File: config.mk
export PLATFORM = sky130hd
export DESIGN_NAME = axi_ar_burst_splitter
export DESIGN_NICKNAME = d
export VERILOG_FILES = /design/src/rtl/axi_ar_split_pkg.sv /design/src/rtl/axi_ar_split_calc.sv /design/src/rtl/axi_ar_burst_splitter.sv
export SDC_FILE = /design/constraint.sdc
export NUM_CORES = 1
export LEC_CHECK = 0
export ABC_AREA = 1
export CORE_MARGIN = 2
export CORE_UTILIZATION = 37
export DETAILED_ROUTE_END_ITERATION = 10
export DONT_BUFFER_PORTS = 1
export MAX_ROUTING_LAYER = met4
export PLACE_DENSITY_LB_ADDON = 0.2
export SYNTH_ARGS = -nofsm -noshare
export SYNTH_HDL_FRONTEND = slang
export SYNTH_SLANG_ARGS = --single-unit
export TNS_END_PERCENT = 5
File: constraint.sdc
create_clock -name clk_i -period 10.5 [get_ports clk_i]
set_clock_uncertainty 0.2 [all_clocks]
set_input_delay 2.625 -clock clk_i [delete_from_list [all_inputs] [get_ports clk_i]]
set_output_delay 2.625 -clock clk_i [all_outputs]
set_load 0.1 [all_outputs]
File: src/rtl/axi_ar_split_pkg.sv
// Shared AXI AR burst-splitter types and constants.
// The optional 4KB page limit in axi_ar_split_calc is enabled by defining AXI_AR_SPLIT_4K_EN.
package axi_ar_split_pkg;

    localparam logic [1:0] AXI_BURST_FIXED = 2'b00;
    localparam logic [1:0] AXI_BURST_INCR  = 2'b01;
    localparam logic [1:0] AXI_BURST_WRAP  = 2'b10;

    localparam int PAGE_BYTES = 4096;

    // Beat count, 1..256.
    typedef logic [8:0] beat_t;

    typedef enum logic {
        IDLE  = 1'b0,
        ISSUE = 1'b1
    } ar_state_e;

endpackage

File: src/rtl/axi_ar_split_calc.sv
// Combinational sub-burst sizing: beats, next address and last flag for the current remainder.
// Defining AXI_AR_SPLIT_4K_EN stops INCR sub-bursts at 4KB page boundaries.
module axi_ar_split_calc
    import axi_ar_split_pkg::*;
#(
    parameter int ADDR_WIDTH = 32,
    parameter int MAX_BEATS  = 16
) (
    input  logic [ADDR_WIDTH-1:0] addr_i,
    input  logic [2:0]            size_i,
    input  logic [1:0]            burst_i,
    input  beat_t                 rem_i,
    output beat_t                 beats_o,
    output logic [ADDR_WIDTH-1:0] addr_next_o,
    output logic                  last_o
);

    localparam beat_t MAX_BEATS_C = beat_t'(MAX_BEATS);

    logic [ADDR_WIDTH-1:0] size_mask;
    logic [ADDR_WIDTH-1:0] aligned;
    beat_t                 beats;
`ifdef AXI_AR_SPLIT_4K_EN
    logic [12:0]           page_bytes;
    logic [12:0]           page_beats;
`endif

    always_comb begin
        size_mask = (ADDR_WIDTH'(1) << size_i) - ADDR_WIDTH'(1);
        aligned   = addr_i & ~size_mask;
        beats     = rem_i;
`ifdef AXI_AR_SPLIT_4K_EN
        page_bytes = 13'(PAGE_BYTES) - {1'b0, aligned[11:0]};
        page_beats = page_bytes >> size_i;
`endif
        if (burst_i == AXI_BURST_INCR) begin
            if (beats > MAX_BEATS_C) begin
                beats = MAX_BEATS_C;
            end
`ifdef AXI_AR_SPLIT_4K_EN
            // page_beats is at least 1 because aligned is size-aligned.
            if (13'(beats) > page_beats) begin
                beats = beat_t'(page_beats);
            end
`endif
        end
        beats_o     = beats;
        addr_next_o = aligned + (ADDR_WIDTH'(beats) << size_i);
        last_o      = (beats == rem_i);
    end

endmodule

File: src/rtl/axi_ar_burst_splitter.sv
// AXI read-address burst splitter: INCR bursts are reissued as sub-bursts of at most MAX_BEATS beats.
// Optional 4KB page limit on sub-bursts when AXI_AR_SPLIT_4K_EN is defined.
module axi_ar_burst_splitter
    import axi_ar_split_pkg::*;
#(
    parameter int ID_WIDTH   = 4,
    parameter int ADDR_WIDTH = 32,
    parameter int USER_WIDTH = 6,
    parameter int MAX_BEATS  = 16
) (
    input  logic                  clk_i,
    input  logic                  rst_ni,
    input  logic                  slave_valid_i,
    input  logic [ADDR_WIDTH-1:0] slave_addr_i,
    input  logic [7:0]            slave_len_i,
    input  logic [2:0]            slave_size_i,
    input  logic [1:0]            slave_burst_i,
    input  logic [2:0]            slave_prot_i,
    input  logic [3:0]            slave_region_i,
    input  logic                  slave_lock_i,
    input  logic [3:0]            slave_cache_i,
    input  logic [3:0]            slave_qos_i,
    input  logic [ID_WIDTH-1:0]   slave_id_i,
    input  logic [USER_WIDTH-1:0] slave_user_i,
    output logic                  slave_ready_o,
    output logic                  master_valid_o,
    output logic [ADDR_WIDTH-1:0] master_addr_o,
    output logic [7:0]            master_len_o,
    output logic [2:0]            master_size_o,
    output logic [1:0]            master_burst_o,
    output logic [2:0]            master_prot_o,
    output logic [3:0]            master_region_o,
    output logic                  master_lock_o,
    output logic [3:0]            master_cache_o,
    output logic [3:0]            master_qos_o,
    output logic [ID_WIDTH-1:0]   master_id_o,
    output logic [USER_WIDTH-1:0] master_user_o,
    output logic                  master_last_o,
    input  logic                  master_ready_i
);

    ar_state_e             state_q, state_d;
    logic [ADDR_WIDTH-1:0] addr_q, addr_d;
    beat_t                 rem_q, rem_d;
    logic                  load;

    beat_t                 beats;
    logic [ADDR_WIDTH-1:0] addr_next;
    logic                  last;

    axi_ar_split_calc #(
        .ADDR_WIDTH (ADDR_WIDTH),
        .MAX_BEATS  (MAX_BEATS)
    ) u_calc (
        .addr_i      (addr_q),
        .size_i      (master_size_o),
        .burst_i     (master_burst_o),
        .rem_i       (rem_q),
        .beats_o     (beats),
        .addr_next_o (addr_next),
        .last_o      (last)
    );

    always_comb begin
        state_d = state_q;
        addr_d  = addr_q;
        rem_d   = rem_q;
        load    = 1'b0;
        unique case (state_q)
            IDLE: begin
                if (slave_valid_i) begin
                    load    = 1'b1;
                    addr_d  = slave_addr_i;
                    rem_d   = beat_t'(slave_len_i) + beat_t'(1);
                    state_d = ISSUE;
                end
            end
            ISSUE: begin
                if (master_ready_i) begin
                    addr_d = addr_next;
                    rem_d  = rem_q - beats;
                    if (last) begin
                        state_d = IDLE;
                    end
                end
            end
            default: state_d = IDLE;
        endcase
    end

    always_ff @(posedge clk_i or negedge rst_ni) begin
        if (!rst_ni) begin
            state_q <= IDLE;
            addr_q  <= '0;
            rem_q   <= '0;
        end else begin
            state_q <= state_d;
            addr_q  <= addr_d;
            rem_q   <= rem_d;
        end
    end

    // Attribute copies only change when a new burst is accepted.
    always_ff @(posedge clk_i or negedge rst_ni) begin
        if (!rst_ni) begin
            master_size_o   <= '0;
            master_burst_o  <= '0;
            master_prot_o   <= '0;
            master_region_o <= '0;
            master_lock_o   <= 1'b0;
            master_cache_o  <= '0;
            master_qos_o    <= '0;
            master_id_o     <= '0;
            master_user_o   <= '0;
        end else if (load) begin
            master_size_o   <= slave_size_i;
            master_burst_o  <= slave_burst_i;
            master_prot_o   <= slave_prot_i;
            master_region_o <= slave_region_i;
            master_lock_o   <= slave_lock_i;
            master_cache_o  <= slave_cache_i;
            master_qos_o    <= slave_qos_i;
            master_id_o     <= slave_id_i;
            master_user_o   <= slave_user_i;
        end
    end

    assign slave_ready_o  = (state_q == IDLE);
    assign master_valid_o = (state_q == ISSUE);
    assign master_addr_o  = addr_q;
    // Length/last are derived from registers; gated so they read zero while idle.
    assign master_len_o   = master_valid_o ? 8'(beats - beat_t'(1)) : 8'd0;
    assign master_last_o  = master_valid_o & last;

endmodule

==> results of run 1 <==
-- worst max-delay path, cell delays in order, from the launching register on --
cell                      delay, ns
sky130_fd_sc_hd__dfrtp_1       0.93
sky130_fd_sc_hd__inv_1         0.20
sky130_fd_sc_hd__nor2_4        0.32
sky130_fd_sc_hd__inv_2         0.07
sky130_fd_sc_hd__nor2_2        0.16
sky130_fd_sc_hd__nor2_1        0.08
sky130_fd_sc_hd__inv_2         0.11
sky130_fd_sc_hd__ha_1          0.24
sky130_fd_sc_hd__nand2_1       0.09
sky130_fd_sc_hd__nand2_1       0.06
sky130_fd_sc_hd__nand2_1       0.06
sky130_fd_sc_hd__nor2_2        0.80
-- metrics by stage --
| stage | utilization [%] | cell area [um^2] | cells | setup slack, ns | hold WS [ns] |
|---|---|---|---|---|---|
| after detailed placement | 39.3 | 6530 | 1208 | 4.57 | 0.350 |
| final | 41.2 | 6840 | 1227 | 4.19 | 0.361 |
| after floorplan | - | 6290 | 1014 | 2.71 | 0.319 |
| after global routing | 41.2 | 6840 | 1227 | 3.99 | 0.382 |
| after global placement | 39.3 | 6530 | 1208 | 4.58 | 0.340 |
| after CTS | 41.2 | 6830 | 1224 | 4.17 | 0.360 |
-- layer usage --
metal,up-vias,track usage [%]
li1,3187,-
met1,2754,28.5
met3,15,6.24
met5,-,-
met4,0,4.85
met2,169,35.7
-- state kept, by name, summed over array words and instances, names as in the netlist, 4 cells and up --
| name | flops |
|---|---|
| master_id_o | 4 |
| master_user_o | 6 |
| master_region_o | 4 |
| rem_q | 9 |
| master_cache_o | 4 |
| master_addr_o | 32 |
| master_qos_o | 4 |
-- layout make-up --
cell class              instances  area [um^2]  area share, %
inverters                     130          488           7.14
well taps                     220          275           4.03
repair buffers                 10         95.1           1.39
multi-input cells             775         3840           56.1
clock buffers                  10          229           3.35
flip-flops and latches         73         1830           26.8
diodes                          3         7.51          0.110
clock inverters                 6         75.1           1.10
-- cells by family (layout without fill, tap and decap cells) --
group / Yosys count / in the layout / share of synthesized area (%)
AND/OR/NAND/NOR: 625 / 625 / 42.6
XOR/XNOR: 17 / 17 / 2.37
buffers and inverters: 166 / 156 / 10.5
adder cells (fa/ha/maj): 30 / 30 / 6.20
AO/OA/AOI/OAI: 103 / 103 / 9.34
flip-flops: 73 / 73 / 29.0
other: 0 / 3 / 0
-- path summary, 6_finish.rpt --
check                                     to  slack, ns  depth (start not counted)
max in group asynchronous           rem_q[5]       8.21                          0
setup / recovery             master_len_o[4]       4.19                         11
setup reg to reg           master_addr_o[19]       6.16                         20
hold / removal                      rem_q[8]       0.36                          2
hold reg to reg                     rem_q[8]       0.36                          2
min in group asynchronous           rem_q[0]       1.76                          0
-- Yosys cell counts, types with 3 or more instances --
master / instances / area (um^2)
sky130_fd_sc_hd__a21oi_1: 23 / 115
sky130_fd_sc_hd__xor2_1: 15 / 131
sky130_fd_sc_hd__a31oi_1: 10 / 62.6
sky130_fd_sc_hd__inv_2: 10 / 37.5
sky130_fd_sc_hd__ha_1: 28 / 350
sky130_fd_sc_hd__clkbuf_1: 19 / 71.3
sky130_fd_sc_hd__inv_1: 118 / 443
sky130_fd_sc_hd__o22ai_1: 7 / 43.8
sky130_fd_sc_hd__dfrtp_1: 73 / 1830
sky130_fd_sc_hd__nand4_2: 4 / 50.1
sky130_fd_sc_hd__nand4_1: 12 / 75.1
sky130_fd_sc_hd__nand3b_1: 8 / 60.1
sky130_fd_sc_hd__nor2_1: 113 / 424
sky130_fd_sc_hd__nor2_4: 3 / 33.8
sky130_fd_sc_hd__nor3_1: 9 / 45.0
sky130_fd_sc_hd__buf_2: 11 / 55.1
sky130_fd_sc_hd__nand2_1: 369 / 1390
sky130_fd_sc_hd__nor2_2: 9 / 56.3
sky130_fd_sc_hd__o21ai_1: 9 / 45.0
sky130_fd_sc_hd__nand2_2: 5 / 31.3
sky130_fd_sc_hd__o211ai_1: 4 / 30.0
sky130_fd_sc_hd__nand3_1: 80 / 400
sky130_fd_sc_hd__o21ai_0: 40 / 200
==> flow_summary.rst, run 1 <==
.. list-table::
   :header-rows: 1

   * - Metric
     - Value
   * - Arrival time at the worst endpoint
     - 3.49 ns
   * - Overall routing resource usage
     - 22.4%
   * - Die outline width
     - 134 um
   * - Deepest clock path buffer count
     - 2
   * - Fraction of final layout cells sized beyond drive strength 1
     - 7.57%
   * - Register area share after synthesis
     - 29.0%
   * - Crit end category
     - output pin
   * - Critical path launch point type
     - flop
   * - Most frequently used flop master after synthesis
     - sky130_fd_sc_hd__dfrtp_1
   * - Required time of the critical path
     - 7.68 ns
   * - Met1 routed wirelength after detailed routing
     - 8760 um
   * - Worst Hold Class
     - reg2reg
   * - Post-detailed-route DRC marker count
     - 0
   * - Startpoint of the tightest hold check path
     - rem_q[8]
   * - Nets
     - 1104
   * - Initial antenna violation count
     - 3
   * - Time the worst path needs with I/O delays and setup
     - 6.31 ns
   * - Die area
     - 18100 um^2
   * - Setup TNS
     - 0 ns
   * - Via count normalized by instance count
     - 4.99
   * - Final weighted congestion in routability-driven placement
     - 0.942
   * - Synth Net Count
     - 1119
   * - Post-cts hold buffer count
     - 0
   * - Depth of the CTS H-tree
     - 3
   * - Period utilization
     - 60.1%
   * - Average cell area after synthesis
     - 6.21 um^2
   * - Antenna Nets Post-Route
     - 0
   * - Commonest non-fill, non-tap cells in the layout
     - 369 x sky130_fd_sc_hd__nand2_1, 117 x sky130_fd_sc_hd__inv_1, 107 x sky130_fd_sc_hd__nor2_1
   * - Setup repair after global routing missed its margin
     - false
   * - Detailed-routed wire length on met3
     - 1440 um
   * - Mean routed wirelength per cell
     - 15.3 um
   * - Total CTS buffers
     - 9
   * - Number of max-cap violations
     - 0
   * - Number of cells produced by synthesis
     - 1014
   * - Via Count
     - 6125
   * - Critical Path Start
     - master_burst_o[0]
   * - Outcome
     - complete, no violations
   * - Startpoint-to-endpoint class of the critical path
     - reg2out
   * - Largest net degree at the start of global routing
     - 74
   * - Clock sink total
     - 73
   * - Global-route wire length before repair
     - 30900 um
   * - HPWL reported at the end of detailed placement
     - 14400 um
   * - Global-route congestion overflow total
     - 0
   * - Height of the die
     - 134 um
   * - Max frequency
     - 0.158 GHz
   * - FILL cells
     - 1819
   * - Clock insertion delay at the later pin of the skew report
     - 0.36 ns
   * - Hold violation total from the final report
     - 0
   * - Area growth from synthesis to layout
     - 8.63%
   * - Top-level port count
     - 149
   * - Post-synth EDFFs
     - 0
   * - Start of the worst register-to-register path
     - master_size_o[0]
   * - Row cnt
     - 47
   * - Slew at the pin closest to its max-slew limit
     - 1.18 ns
   * - Number of global-route vias before repair
     - 6072
   * - Total of buffers placed on input and output ports
     - 0
   * - Endpoints failing setup
     - 0
   * - Number of resized instances in the post-cts repair step
     - 0
   * - Slew Viols, Final
     - 0
   * - TritonCTS clock tree
     - yes
   * - DR iter-0 viols
     - 371
   * - Most frequent standard cell in the layout excluding fill and tap cells
     - sky130_fd_sc_hd__nand2_1
   * - Clock slew at reported path FFs
     - 0.07 ns
   * - Wire length on met2
     - 8410 um
   * - Top sig layer
     - met4
   * - Cell Area, Synth
     - 6290 um^2
   * - DR pass1 iterations
     - 5
   * - Placeable core region
     - 16600 um^2
   * - Headroom to the max-slew limit
     - 21.6%
   * - Number of warnings reported in the yosys synthesis log
     - 0
   * - Effective utilization at floorplan
     - 38.0%
   * - CTS Root Buffer Type
     - sky130_fd_sc_hd__clkbuf_16
   * - Buffers inserted during post-CTS setup optimization
     - 0
   * - Critical-path maximum fanout
     - 7
   * - Proportion of synthesized flip-flops having asynchronous set or reset
     - 100%
   * - Unique masters post-synth
     - 48
   * - Number of synthesized register bits
     - 73
   * - Final WL
     - 18800 um
Power of run 1 is not shown: default switching activity piles up to over one toggle a cycle in this logic, so the estimate is an artifact.
==> run 2: changes to the inputs <==
Clock period 10.5 ns to 5.93 ns, I/O delays scaled along.
==> run 2 against run 1 <==
Register-to-register slack worse by 4.4 ns. Global-route usage rose by 0.30 points. Flip-flop and latch count unchanged. Die area is the same. Worst setup slack got worse by 2.8 ns. Via count is 1.8% higher. Design area is 0.82% higher. Count of clock-buffer cells in the layout decreased by 1. Core utilization increased by 0.34 points.
==> flow_summary.rst, run 2 (synthesized netlist as in run 1, its figures left out) <==
.. list-table::
   :header-rows: 1

   * - Metric
     - Value
   * - Fraction of final layout cells sized beyond drive strength 1
     - 8.58% (+1.0 points)
   * - Final WL
     - 19200 um (+2.1%)
   * - Kind of cell adding the most delay to the critical path
     - buffers and inverters
   * - Peak per-stage delay on the critical path
     - 0.35 ns (-0.58 ns)
   * - CTS Root Buffer Type
     - sky130_fd_sc_hd__clkbuf_16
   * - Row cnt
     - 47 (unchanged)
   * - Antenna Nets Post-Route
     - 0 (unchanged)
   * - Arrival time at the worst endpoint
     - 2.82 ns (-0.67 ns)
   * - Height of the die
     - 134 um (unchanged)
   * - Number of max-cap violations
     - 0 (unchanged)
   * - Period utilization
     - 75.9%
   * - Clock sink total
     - 73 (unchanged)
   * - HPWL reported at the end of detailed placement
     - 14600 um (+1.3%)
   * - Nets
     - 1114 (+0.91%)
   * - DR pass1 iterations
     - 5 (unchanged)
   * - Global-route wire length before repair
     - 31300 um (+1.4%)
   * - Largest net degree at the start of global routing
     - 74 (unchanged)
   * - Via Count
     - 6236 (+1.8%)
   * - TritonCTS clock tree
     - yes
   * - Setup TNS
     - 0 ns (unchanged)
   * - Depth of the CTS H-tree
     - 3 (unchanged)
   * - Startpoint-to-endpoint class of the critical path
     - reg2out
   * - Hold violation total from the final report
     - 0 (unchanged)
   * - DR iter-0 viols
     - 356 (-4.0%)
   * - Endpoints failing setup
     - 0 (unchanged)
   * - Overall routing resource usage
     - 22.7% (+0.30 points)
   * - Endpoint of the worst setup timing path
     - master_last_o
   * - Clock slew at reported path FFs
     - 0.06 ns (about the same)
   * - Effective utilization at floorplan
     - 38.0% (unchanged)
   * - Setup repair after global routing missed its margin
     - false
   * - Total CTS buffers
     - 9 (unchanged)
   * - Time the worst path needs with I/O delays and setup
     - 4.50 ns
   * - Worst R2R Path Depth
     - 20 (unchanged)
   * - Worst Hold Class
     - reg2reg
   * - Slew at the pin closest to its max-slew limit
     - 1.15 ns (-0.0316 ns)
   * - Critical-path maximum fanout
     - 7 (unchanged)
   * - Die outline width
     - 134 um (unchanged)
   * - Crit Reg-Reg Endpoint
     - master_addr_o[19]
   * - Crit path buf inv count
     - 5 (+2)
   * - Total of buffers placed on input and output ports
     - 0 (unchanged)
   * - Top-level port count
     - 149 (unchanged)
   * - Start of the worst register-to-register path
     - master_size_o[0]
   * - Headroom to the max-slew limit
     - 23.6% (+2.1 points)
   * - Max frequency
     - 0.222 GHz
   * - Critical path launch point type
     - flop
   * - Commonest non-fill, non-tap cells in the layout
     - 369 x sky130_fd_sc_hd__nand2_1, 117 x sky130_fd_sc_hd__inv_1, 107 x sky130_fd_sc_hd__nor2_1
   * - Slew Viols, Final
     - 0 (unchanged)
   * - Cells traversed along the worst timing path
     - buf_4 -> nor2_4 -> nor2_1 -> inv_1 -> ha_1 -> inv_1 -> nor3_1 -> inv_1 -> nor4_4 -> buf_4
   * - Cell repeated most along the worst path
     - sky130_fd_sc_hd__inv_1
   * - Outcome
     - complete, no violations
   * - Critical Path Start
     - master_burst_o[1]
   * - Required time of the critical path
     - 4.25 ns (-3.43 ns)
   * - Final weighted congestion in routability-driven placement
     - 0.929 (-1.4%)
   * - Global-route congestion overflow total
     - 0 (unchanged)
   * - Clock insertion delay at the later pin of the skew report
     - 0.35 ns (about the same)
   * - Number of flip-flops under the largest register name
     - 32 (unchanged)
   * - Initial antenna violation count
     - 1 (-2)
   * - Via count normalized by instance count
     - 5.05 (+1.2%)
   * - Crit end category
     - output pin
   * - Buffers inserted during post-CTS setup optimization
     - 0 (unchanged)
   * - Placeable core region
     - 16600 um^2 (unchanged)
   * - Cell count along the critical path
     - 10 (-1)
   * - Deepest clock path buffer count
     - 2 (unchanged)
   * - Number of global-route vias before repair
     - 6004 (-1.1%)
   * - Post-cts hold buffer count
     - 0 (unchanged)
   * - Most frequent standard cell in the layout excluding fill and tap cells
     - sky130_fd_sc_hd__nand2_1
   * - Area growth from synthesis to layout
     - 9.52%
   * - Post-detailed-route DRC marker count
     - 0 (unchanged)
   * - Number of resized instances in the post-cts repair step
     - 0 (unchanged)
   * - Die area
     - 18100 um^2 (unchanged)
   * - Slack of the worst reg-to-reg path
     - 1.79 ns (-4.37 ns)
   * - Mean routed wirelength per cell
     - 15.6 um (+1.4%)
   * - Slowest cell on the critical path
     - sky130_fd_sc_hd__ha_1
## run 2: worst min path at each step
stage	cells past startpoint	slack (ns)	end	from
3_3_place_gp	2	0.36	rem_q[8]	rem_q[8]
4_1_cts	2	0.37	rem_q[8]	rem_q[8]
3_5_place_dp	2	0.36	rem_q[8]	rem_q[8]
5_1_grt	2	0.43	rem_q[8]	rem_q[8]
2_1_floorplan	2	0.32	rem_q[8]	rem_q[8]
6_report	2	0.38	rem_q[8]	rem_q[8]
## run 2: layout make-up
type / count / area (um^2)
Antenna cell: 1 / 2.50
Clock buffer: 9 / 225
Clock inverter: 7 / 76.3
Fill cell: 1829 / 9690
Inverter: 130 / 488
Multi-Input combinational cell: 775 / 3840
Sequential cell: 73 / 1830
Tap cell: 220 / 275
Timing Repair Buffer: 20 / 150
## run 2: routing by layer
layer / vias up / track usage, % / wire, um
met5: - / - / 0
met4: 0 / 4.74 / 157
met3: 13 / 6.16 / 1480
met2: 195 / 34.4 / 8470
met1: 2840 / 30.6 / 9100
li1: 3188 / - / -
## run 2: worst min-delay path: stages, from the launching register on
cell,delay [ns]
sky130_fd_sc_hd__dfrtp_1,0.39
sky130_fd_sc_hd__nor2_1,0.11
sky130_fd_sc_hd__a31oi_1,0.04
## run 2: stage by stage
stage	hold slack [ns]	util, %	instances	instance area (um^2)	worst slack [ns]
after floorplan	0.319	-	1014	6300	0.454
after global routing	0.429	41.6	1235	6890	1.15
after detailed placement	0.364	39.7	1218	6590	1.81
after CTS	0.372	41.5	1234	6890	1.42
final	0.382	41.6	1235	6890	1.43
after global placement	0.358	39.7	1218	6590	1.81
Power of run 2 is left out for the same reason.
